File: config.mk
export PLATFORM = sky130hd
export DESIGN_NAME = ram_arbiter_flat
export DESIGN_NICKNAME = d
export VERILOG_FILES = /design/src/rtl/ram_arbiter_pkg.sv /design/src/rtl/ram_arbiter_if.sv /design/src/rtl/ram_arbiter_rr_pick.sv /design/src/rtl/ram_arbiter.sv /design/src/flat_wrapper.sv
export SDC_FILE = /design/constraint.sdc
export NUM_CORES = 1
export LEC_CHECK = 0
export CAP_MARGIN = 5
export CORE_MARGIN = 2
export CORE_UTILIZATION = 25
export CTS_CLUSTER_DIAMETER = 150
export DETAILED_ROUTE_END_ITERATION = 6
export PLACE_DENSITY_LB_ADDON = 0.3
export REMOVE_ABC_BUFFERS = 1
export SLEW_MARGIN = 20
export SYNTH_ARGS = -nofsm -noshare
export SYNTH_HDL_FRONTEND = slang
export SYNTH_SLANG_ARGS = --single-unit
File: constraint.sdc
create_clock -name clock -period 5.4 [get_ports clock]
set_input_delay 1.62 -clock clock [delete_from_list [all_inputs] [get_ports clock]]
set_output_delay 1.62 -clock clock [all_outputs]
set_load 0.05 [all_outputs]
File: src/rtl/ram_arbiter_pkg.sv
// Shared types for the RAM arbiter: bus widths and FSM state encoding.
package mem_arb_pkg;
  localparam int ADDR_W = 8;
  localparam int DATA_W = 8;

  typedef enum logic {FREE = 1'b0, LOCKED = 1'b1} arb_state_t;
  typedef logic [ADDR_W-1:0] addr_t;
  typedef logic [DATA_W-1:0] data_t;
endpackage

File: src/rtl/ram_arbiter_if.sv
// Requester-side bus of the RAM arbiter; one lane per requester.
interface ram_arbiter_if import mem_arb_pkg::*; #(
  parameter int NUM_REQ = 2
) ();
  logic  [NUM_REQ-1:0] req;
  logic  [NUM_REQ-1:0] we;
  addr_t [NUM_REQ-1:0] addr;
  data_t [NUM_REQ-1:0] wdata;
  logic  [NUM_REQ-1:0] lock;
  logic  [NUM_REQ-1:0] gnt;
  logic  [NUM_REQ-1:0] rvalid;
  data_t               rdata;
  logic                lock_err;

  modport slave  (input  req, we, addr, wdata, lock,
                  output gnt, rvalid, rdata, lock_err);
  modport master (output req, we, addr, wdata, lock,
                  input  gnt, rvalid, rdata, lock_err);
endinterface

File: src/rtl/ram_arbiter_rr_pick.sv
// Combinational round-robin picker: first requester at or after ptr, wrapping.
module rr_pick #(
  parameter int NUM_REQ = 2,
  parameter int IDX_W   = 1
) (
  input  logic [NUM_REQ-1:0] req_i,
  input  logic [IDX_W-1:0]   ptr_i,
  output logic [NUM_REQ-1:0] gnt_o,
  output logic [IDX_W-1:0]   idx_o
);
  logic found;

  // Scan from ptr upward; the first hit wins, idx stays 0 when nothing requests.
  always_comb begin
    gnt_o = '0;
    idx_o = '0;
    found = 1'b0;
    for (int k = 0; k < NUM_REQ; k++) begin
      if (!found && req_i[(int'(ptr_i) + k) % NUM_REQ]) begin
        found = 1'b1;
        gnt_o[(int'(ptr_i) + k) % NUM_REQ] = 1'b1;
        idx_o = IDX_W'((int'(ptr_i) + k) % NUM_REQ);
      end
    end
  end
endmodule

File: src/rtl/ram_arbiter.sv
// Round-robin arbiter for the single-port program/data RAM with locked
// multi-beat ownership and a watchdog on lock length.
module ram_arbiter import mem_arb_pkg::*; #(
  parameter int NUM_REQ  = 2,
  parameter int MAX_LOCK = 16
) (
  input  logic           clock,
  input  logic           reset_n,
  ram_arbiter_if.slave   bus,
  output logic           ram_wren,
  output addr_t          ram_address,
  output data_t          ram_data,
  input  data_t          ram_q
);
  localparam int IDX_W = (NUM_REQ > 1) ? $clog2(NUM_REQ) : 1;
  localparam int CNT_W = $clog2(MAX_LOCK);

  arb_state_t          state_q;
  logic [IDX_W-1:0]    ptr_q, owner_q;
  logic [CNT_W-1:0]    lock_cnt_q;
  logic [NUM_REQ-1:0]  rvalid_q;
  logic                lock_err_q;

  logic [NUM_REQ-1:0]  pick_gnt, gnt;
  logic [IDX_W-1:0]    pick_idx, g, nxt_ptr;
  logic                acc;

  rr_pick #(.NUM_REQ(NUM_REQ), .IDX_W(IDX_W)) u_pick (
    .req_i (bus.req),
    .ptr_i (ptr_q),
    .gnt_o (pick_gnt),
    .idx_o (pick_idx)
  );

  // Grant: picker in FREE, owner only in LOCKED; nothing while held in reset.
  always_comb begin
    gnt = '0;
    g   = pick_idx;
    if (!reset_n) begin
      gnt = '0;
    end else if (state_q == FREE) begin
      gnt = pick_gnt;
    end else begin
      g = owner_q;
      gnt[owner_q] = bus.req[owner_q];
    end
  end

  assign acc     = |(bus.req & gnt);
  assign nxt_ptr = IDX_W'((int'(g) + 1) % NUM_REQ);

  // RAM port follows the granted lane; idle cycles park on lane 0 with wren low.
  assign ram_address = acc ? bus.addr[g]  : bus.addr[0];
  assign ram_data    = acc ? bus.wdata[g] : bus.wdata[0];
  assign ram_wren    = acc & bus.we[g];

  assign bus.gnt      = gnt;
  assign bus.rvalid   = rvalid_q;
  assign bus.rdata    = ram_q;
  assign bus.lock_err = lock_err_q;

  // Arbitration FSM plus read-return valid and watchdog pulse.
  always_ff @(posedge clock or negedge reset_n) begin
    if (!reset_n) begin
      state_q    <= FREE;
      ptr_q      <= '0;
      owner_q    <= '0;
      lock_cnt_q <= '0;
      rvalid_q   <= '0;
      lock_err_q <= 1'b0;
    end else begin
      rvalid_q   <= '0;
      lock_err_q <= 1'b0;
      if (acc && !bus.we[g]) rvalid_q[g] <= 1'b1;
      if (acc) begin
        case (state_q)
          FREE: begin
            if (bus.lock[g]) begin
              state_q    <= LOCKED;
              owner_q    <= g;
              lock_cnt_q <= CNT_W'(1);
            end else begin
              ptr_q <= nxt_ptr;
            end
          end
          LOCKED: begin
            if (bus.lock[g] && lock_cnt_q != CNT_W'(MAX_LOCK - 1)) begin
              lock_cnt_q <= lock_cnt_q + CNT_W'(1);
            end else begin
              // Voluntary release, or watchdog forcing one after the last allowed beat.
              state_q    <= FREE;
              ptr_q      <= nxt_ptr;
              lock_cnt_q <= '0;
              lock_err_q <= bus.lock[g];
            end
          end
          default: state_q <= FREE;
        endcase
      end
    end
  end
endmodule
File: src/flat_wrapper.sv
// flat-port wrapper written by rule: the top's interface ports become plain ports
module ram_arbiter_flat import mem_arb_pkg::*;
#(
  parameter int NUM_REQ  = 2,
  parameter int MAX_LOCK = 16
)
  (clock, reset_n, ram_wren, ram_address, ram_data, ram_q, bus_req, bus_we, bus_addr, bus_wdata, bus_lock, bus_gnt, bus_rvalid, bus_rdata, bus_lock_err);
  ram_arbiter_if #(.NUM_REQ(NUM_REQ)) bus_i ();
  input  logic clock;
  input  logic reset_n;
  output logic ram_wren;
  output addr_t ram_address;
  output data_t ram_data;
  input  data_t ram_q;
  input wire logic [$bits(bus_i.req)-1:0] bus_req;
  input wire logic [$bits(bus_i.we)-1:0] bus_we;
  input wire logic [$bits(bus_i.addr)-1:0] bus_addr;
  input wire logic [$bits(bus_i.wdata)-1:0] bus_wdata;
  input wire logic [$bits(bus_i.lock)-1:0] bus_lock;
  output wire logic [$bits(bus_i.gnt)-1:0] bus_gnt;
  output wire logic [$bits(bus_i.rvalid)-1:0] bus_rvalid;
  output wire logic [$bits(bus_i.rdata)-1:0] bus_rdata;
  output wire logic [$bits(bus_i.lock_err)-1:0] bus_lock_err;
  assign bus_i.req = bus_req;
  assign bus_i.we = bus_we;
  assign bus_i.addr = bus_addr;
  assign bus_i.wdata = bus_wdata;
  assign bus_i.lock = bus_lock;
  assign bus_gnt = bus_i.gnt;
  assign bus_rvalid = bus_i.rvalid;
  assign bus_rdata = bus_i.rdata;
  assign bus_lock_err = bus_i.lock_err;
  ram_arbiter #(.NUM_REQ(NUM_REQ), .MAX_LOCK(MAX_LOCK)) u_core (.clock(clock), .reset_n(reset_n), .bus(bus_i), .ram_wren(ram_wren), .ram_address(ram_address), .ram_data(ram_data), .ram_q(ram_q));
endmodule
# Yosys cells after proc, flatten, opt, wreduce, memory -nomap -nowiden
# Index checks and enable logic that the tools add are counted.
[word_totals]
in_bits = 48
elab_cells = 87
regBits = 10
[classes]
add_sub_neg = 3
n_bitwise = 6
n_eq_ne = 4
mux = 47
reduce_logical = 13
magnitude_cmp = 8
[ops]
columns = ["op", "n"]
rows = [
  ["2-to-1 mux 8 bit", 6],
  ["2-to-1 mux 1 bit", 27],
  ["2-to-1 mux 2 bit", 5],
  ["2-to-1 mux 4 bit", 2],
  ["one-hot mux 4 bit (2 select lines)", 1],
  ["logical AND 1 bit", 7],
  ["less-than comparator 1 x 2 -> 1 bit (second input constant)", 3],
  ["inequality test 2 bit (second input constant)", 3],
  ["AND reduction 3 bit", 2],
  ["adder 4 x 1 -> 4 bit (second input constant)", 1],
  ["AND 2 bit", 2],
  ["demux 1 bit (select 1 bit)", 4],
  ["inequality test 4 bit (second input constant)", 1],
  ["one-hot mux 1 bit (2 select lines)", 2],
  ["greater-or-equal comparator 1 bit (second input constant)", 3],
  ["less-than comparator 2 x 3 -> 1 bit (second input constant)", 1],
  ["adder 1 bit (second input constant)", 2],
  ["greater-or-equal comparator 2 x 1 -> 1 bit (second input constant)", 1],
  ["zero test 1 bit", 2],
  ["bitwise OR 2 bit", 1],
  ["AND reduction 2 bit", 1],
  ["OR reduction 2 bit", 1],
  ["AND 1 bit", 1],
  ["AND 1 bit (first input constant)", 1],
  ["inverter 1 bit", 1],
]

# Logic depth before layout (Yosys ltp)
[logic_depth]
depth_word = 15
depth_mapped = 5
mapped_depth_nobuf = 5

# Cells and area by module
# A second synthesis with hierarchy kept.
[hier_totals]
hier_cells = 86
hier_area_um2 = 932.1
[modules_own_cells]
columns = ["mod", "seq_area_each_um2", "cells_each", "area_each_um2", "n_inst"]
rows = [
  ["ram_arbiter", 250.2, 82, 902.1, 1],
  ["rr_pick", 0.0, 4, 30.0, 1],
]

# Worst setup path after synthesis
# OpenSTA, ideal clock, no wires.
[synth_path]
path_kind = "input port to output port"
startpoint = "input bus_req[0]"
endpoint = "output ram_address[0]"
t_required_ns = 3.780
arrival_ns = 2.946
stages = 5
path_slack_ns = 0.834
path_buffers = 2
cell_sequence = "nand2b_1 buf_2 o2111ai_2 buf_4 mux2_1"
[synth_between]
elab_chain_len = 11
word_cells_on_any_way = 25
[synth_rtl]
columns = ["element", "line", "text"]
rows = [
  ["start, declared", "flat_wrapper.sv:15", "input wire logic [$bits(bus_i.req)-1:0] bus_req;"],
  ["2-to-1 mux 1 bit (not written as such) (2 in series)", "ram_arbiter_rr_pick.sv:19", "if (!found && req_i[(int'(ptr_i) + k) % NUM_REQ]) begin"],
  ["2-to-1 mux 1 bit", "ram_arbiter_rr_pick.sv:19", ""],
  ["zero test 1 bit", "ram_arbiter_rr_pick.sv:19", ""],
  ["logical AND 1 bit", "ram_arbiter_rr_pick.sv:19", ""],
  ["2-to-1 mux 1 bit / 2-to-1 mux 2 bit (equally long branches)", "ram_arbiter_rr_pick.sv:19", ""],
  ["2-to-1 mux 1 bit / 2-to-1 mux 2 bit (equally long branches)", "ram_arbiter.sv:41", "end else if (state_q == FREE) begin"],
  ["2-to-1 mux 1 bit / 2-to-1 mux 2 bit (equally long branches)", "ram_arbiter.sv:39", "if (!reset_n) begin"],
  ["2-to-1 mux 8 bit (not written as such) / AND 2 bit (equally long branches)", "ram_arbiter.sv:53, ram_arbiter.sv:49", ""],
  ["2-to-1 mux 8 bit (not written as such) / OR reduction 2 bit (equally long branches)", "ram_arbiter.sv:53, ram_arbiter.sv:49", ""],
  ["2-to-1 mux 8 bit *", "ram_arbiter.sv:53", "assign ram_address = acc ? bus.addr[g] : bus.addr[0];"],
  ["end, declared", "flat_wrapper.sv:12", "output addr_t ram_address;"],
]
# Mark *: on every way between the ends. The rest lies on a longest branch, timed or not. The select of a mux whose other input is x is not followed.

# Worst setup path after layout
[layout_path]
startpoint = "input bus_req[0]"
endpoint = "output ram_address[6]"
# The elaborated chain is that of the path after synthesis.

==> flow_summary_export.csv <==
group,metric,value,unit
synthesis,synth_cell_types,36,
flow_run,maxCapViolations,0,
clock_network,clk_latency,0.26,ns
drt,antenna_left,0,
power_and_ir_drop,leakagePower,0.668,nW
drt,via_per_inst,4.84,
sta,max_slew_margin,66.5,%
sta,worstMarginPinSlew,0.500,ns
clock_network,cts.clk_slew.worst_paths,0.07,ns
synthesis,synth_edf_count,0,
critical_path,end_kind,"output port",
synthesis,async_flop_share,100,%
clock_network,cts_sinks,10,
grt,antenna_found_initial,0,
finish,final_util,47.5,%
min_path,holdPathStages,2,
floorplanning,dieArea,0.00415,mm2
sta,rsz0062_at_grt,"false",
min_path,hold_class,"reg -> reg",
grt,track_usage,13.3,%
clock_network,cts_hold_buf,0,
floorplanning,coreArea,0.00342,mm2
synthesis,synth_area_leader_cell,"dfrtp_1",
clock_network,cts_buffers,3,
drt,drcViolationCount,0,
drt,drt_wl_total,2.69,mm
synthesis,syn_inst,96,
floorplanning,rows,21,
grt,grt_pass1_vias,995,
sta,tns,0,ns
synthesis,synth.avg_cell_area,9.51,um2
critical_path,cp_max_fo,18,
critical_path,required,3.78,ns
synthesis,synth_area_leaders,"dfrtp_1 (27%), mux2_1 (11%), mux2_2 (9.9%), buf_4 (7.4%), mux2i_1 (3.3%)",
drt,wl_per_cell,13.7,um
drt,vias,954,
power_and_ir_drop,power.density,323,mW/mm2
critical_path,cp.arrival,3.40,ns
floorplanning,io-pin-count,78,
sta,fin_crit_sh,93.0,%
synthesis,yosysWarnings,0,
sta,finalHoldViolCount,0,
floorplanning,start_util,26.7,%
place,place_hpwl,2.24,mm
sta,slew_violations,0,
clock_network,clk_path_buf_depth,2,
grt,grt_pass1_wl,4.32,mm
synthesis,yosysSeqAreaShare,27.4,%
clock_network,cts_resized,0,
synthesis,synthFlopType,"dfrtp_1",
place,io_buffers,61,
synthesis,post-synth-top-count-cell,"dfrtp_1",
drt,drt_iter0_drc,37,
drt,drt_pass1_iterations,4,
finish,drive_gt1_share,25.2,%
synthesis,synth_commonest_cells,"dfrtp_1 (10), buf_4 (9), mux2_1 (9)",
power_and_ir_drop,peakVddDrop,0.120,mV
floorplanning,dieWidth,64.4,um
place,gp_congestion,0.829,
critical_path,worstSetupPathType,"in -> out",
floorplanning,die_h,64.4,um
sta,max_clock_freq,199,MHz
finish,area_delta_synth_final,77.5,%
sta,fin_crit,5.02,ns
clock_network,cts_tree,"built",
synthesis,synth_seq_cells,10,
clock_network,cts_max_level,1,
critical_path,reg2reg_depth,4,
sta,skew,0.00228,ns
synthesis,netlist_area,913,um2
synthesis,synth_top_area_share,27.4,%
critical_path,cp-start-kind,"input port",
sta,setup_violations,0,
grt,grt_max_degree,19,
clock_network,root_buffer,"clkbuf_4",
grt,grt_overflow,0,
finish,antenna-diode-count,0,
finish,final_nets,201,
run_status,status,"completed",
clock_network,post-cts-setup-buffers,0,
## cells by family (layout without fill, tap and decap cells)
family | after synthesis | count (layout) | share of synthesized area (%)
flip-flops | 10 | 10 | 27.4
buffers and inverters | 18 | 73 | 12.2
adder cells (fa/ha/maj) | 1 | 1 | 1.37
AND/OR/NAND/NOR | 25 | 25 | 15.2
AO/OA/AOI/OAI | 22 | 22 | 19.6
multiplexers | 20 | 20 | 24.2
## cells in the final DEF (no fill, tap or decap), drive strengths merged, types with 3 or more instances in the layout
cell type,instances
clkbuf,4
nand2b,4
nand3,5
mux2i,3
o21ai,3
clkdlybuf4s50,42
nand2,5
a21oi,4
mux2,17
dfrtp,10
buf,21
inv,6
## area by class of cell
type / count / area (um2)
flip-flops and latches: 10 / 250
inverters: 6 / 22.5
clock buffers: 4 / 36.3
repair buffers: 63 / 703
multi-input cells: 68 / 552
well taps: 46 / 57.6
fillers: 335 / 1790
## per-layer routing
metal | track usage, % | part of all wire (%) | vias to the layer above
met2 | 22.1 | 48 | 73
met3 | 9.03 | 16 | 2
li1 | - | - | 454
met4 | 2.39 | 0.56 | 0
met1 | 14.1 | 36 | 425
met5 | 0 | 0 | -
## registers in the layout, summed over array words and instances (netlist names)
name and cells:
u_core.lock_cnt_q 4, u_core.bus.rvalid 2, u_core.bus.lock_err 1, u_core.owner_q 1, u_core.ptr_q 1, u_core.state_q 1
## where the power goes
part	switching (W)	internal (W)
clock	0.0000266	0.0000409
sequential	0.0000320	0.0000963
combinational	0.000174	0.000153
## critical path, cell delays in order
cell and delay, ns:
clkdlybuf4s50_1 0.55, nand2b_1 0.20, o2111ai_2 0.21, buf_4 0.27, mux2_1 0.36, buf_4 0.20
## final timing paths
path                                           start                    to  slack [ns]
max in group asynchronous                    reset_n   u_core.bus.lock_err        3.38
min in group asynchronous                    reset_n        u_core.owner_q        1.59
worst max register to register        u_core.state_q        u_core.owner_q        3.55
worst max-delay path                      bus_req[0]        ram_address[6]        0.38
worst min-delay path            u_core.lock_cnt_q[1]  u_core.lock_cnt_q[1]        0.56
worst min register to register  u_core.lock_cnt_q[1]  u_core.lock_cnt_q[1]        0.56
## metrics by stage
stage | power (W) | setup WS, ns | instance area (um2) | std cells | hold slack [ns]
3_5_place_dp | 0.000457 | 0.378 | 1590 | 193 | 0.543
6_report | 0.000523 | 0.376 | 1620 | 197 | 0.558
4_1_cts | 0.000528 | 0.370 | 1620 | 197 | 0.558
2_1_floorplan | 0.000323 | 0.812 | 825 | 84 | 0.505
5_1_grt | 0.000556 | 0.233 | 1620 | 197 | 0.568
3_3_place_gp | 0.000454 | 0.413 | 1590 | 193 | 0.533
No activity file was read; power rests on OpenSTA's default activity.
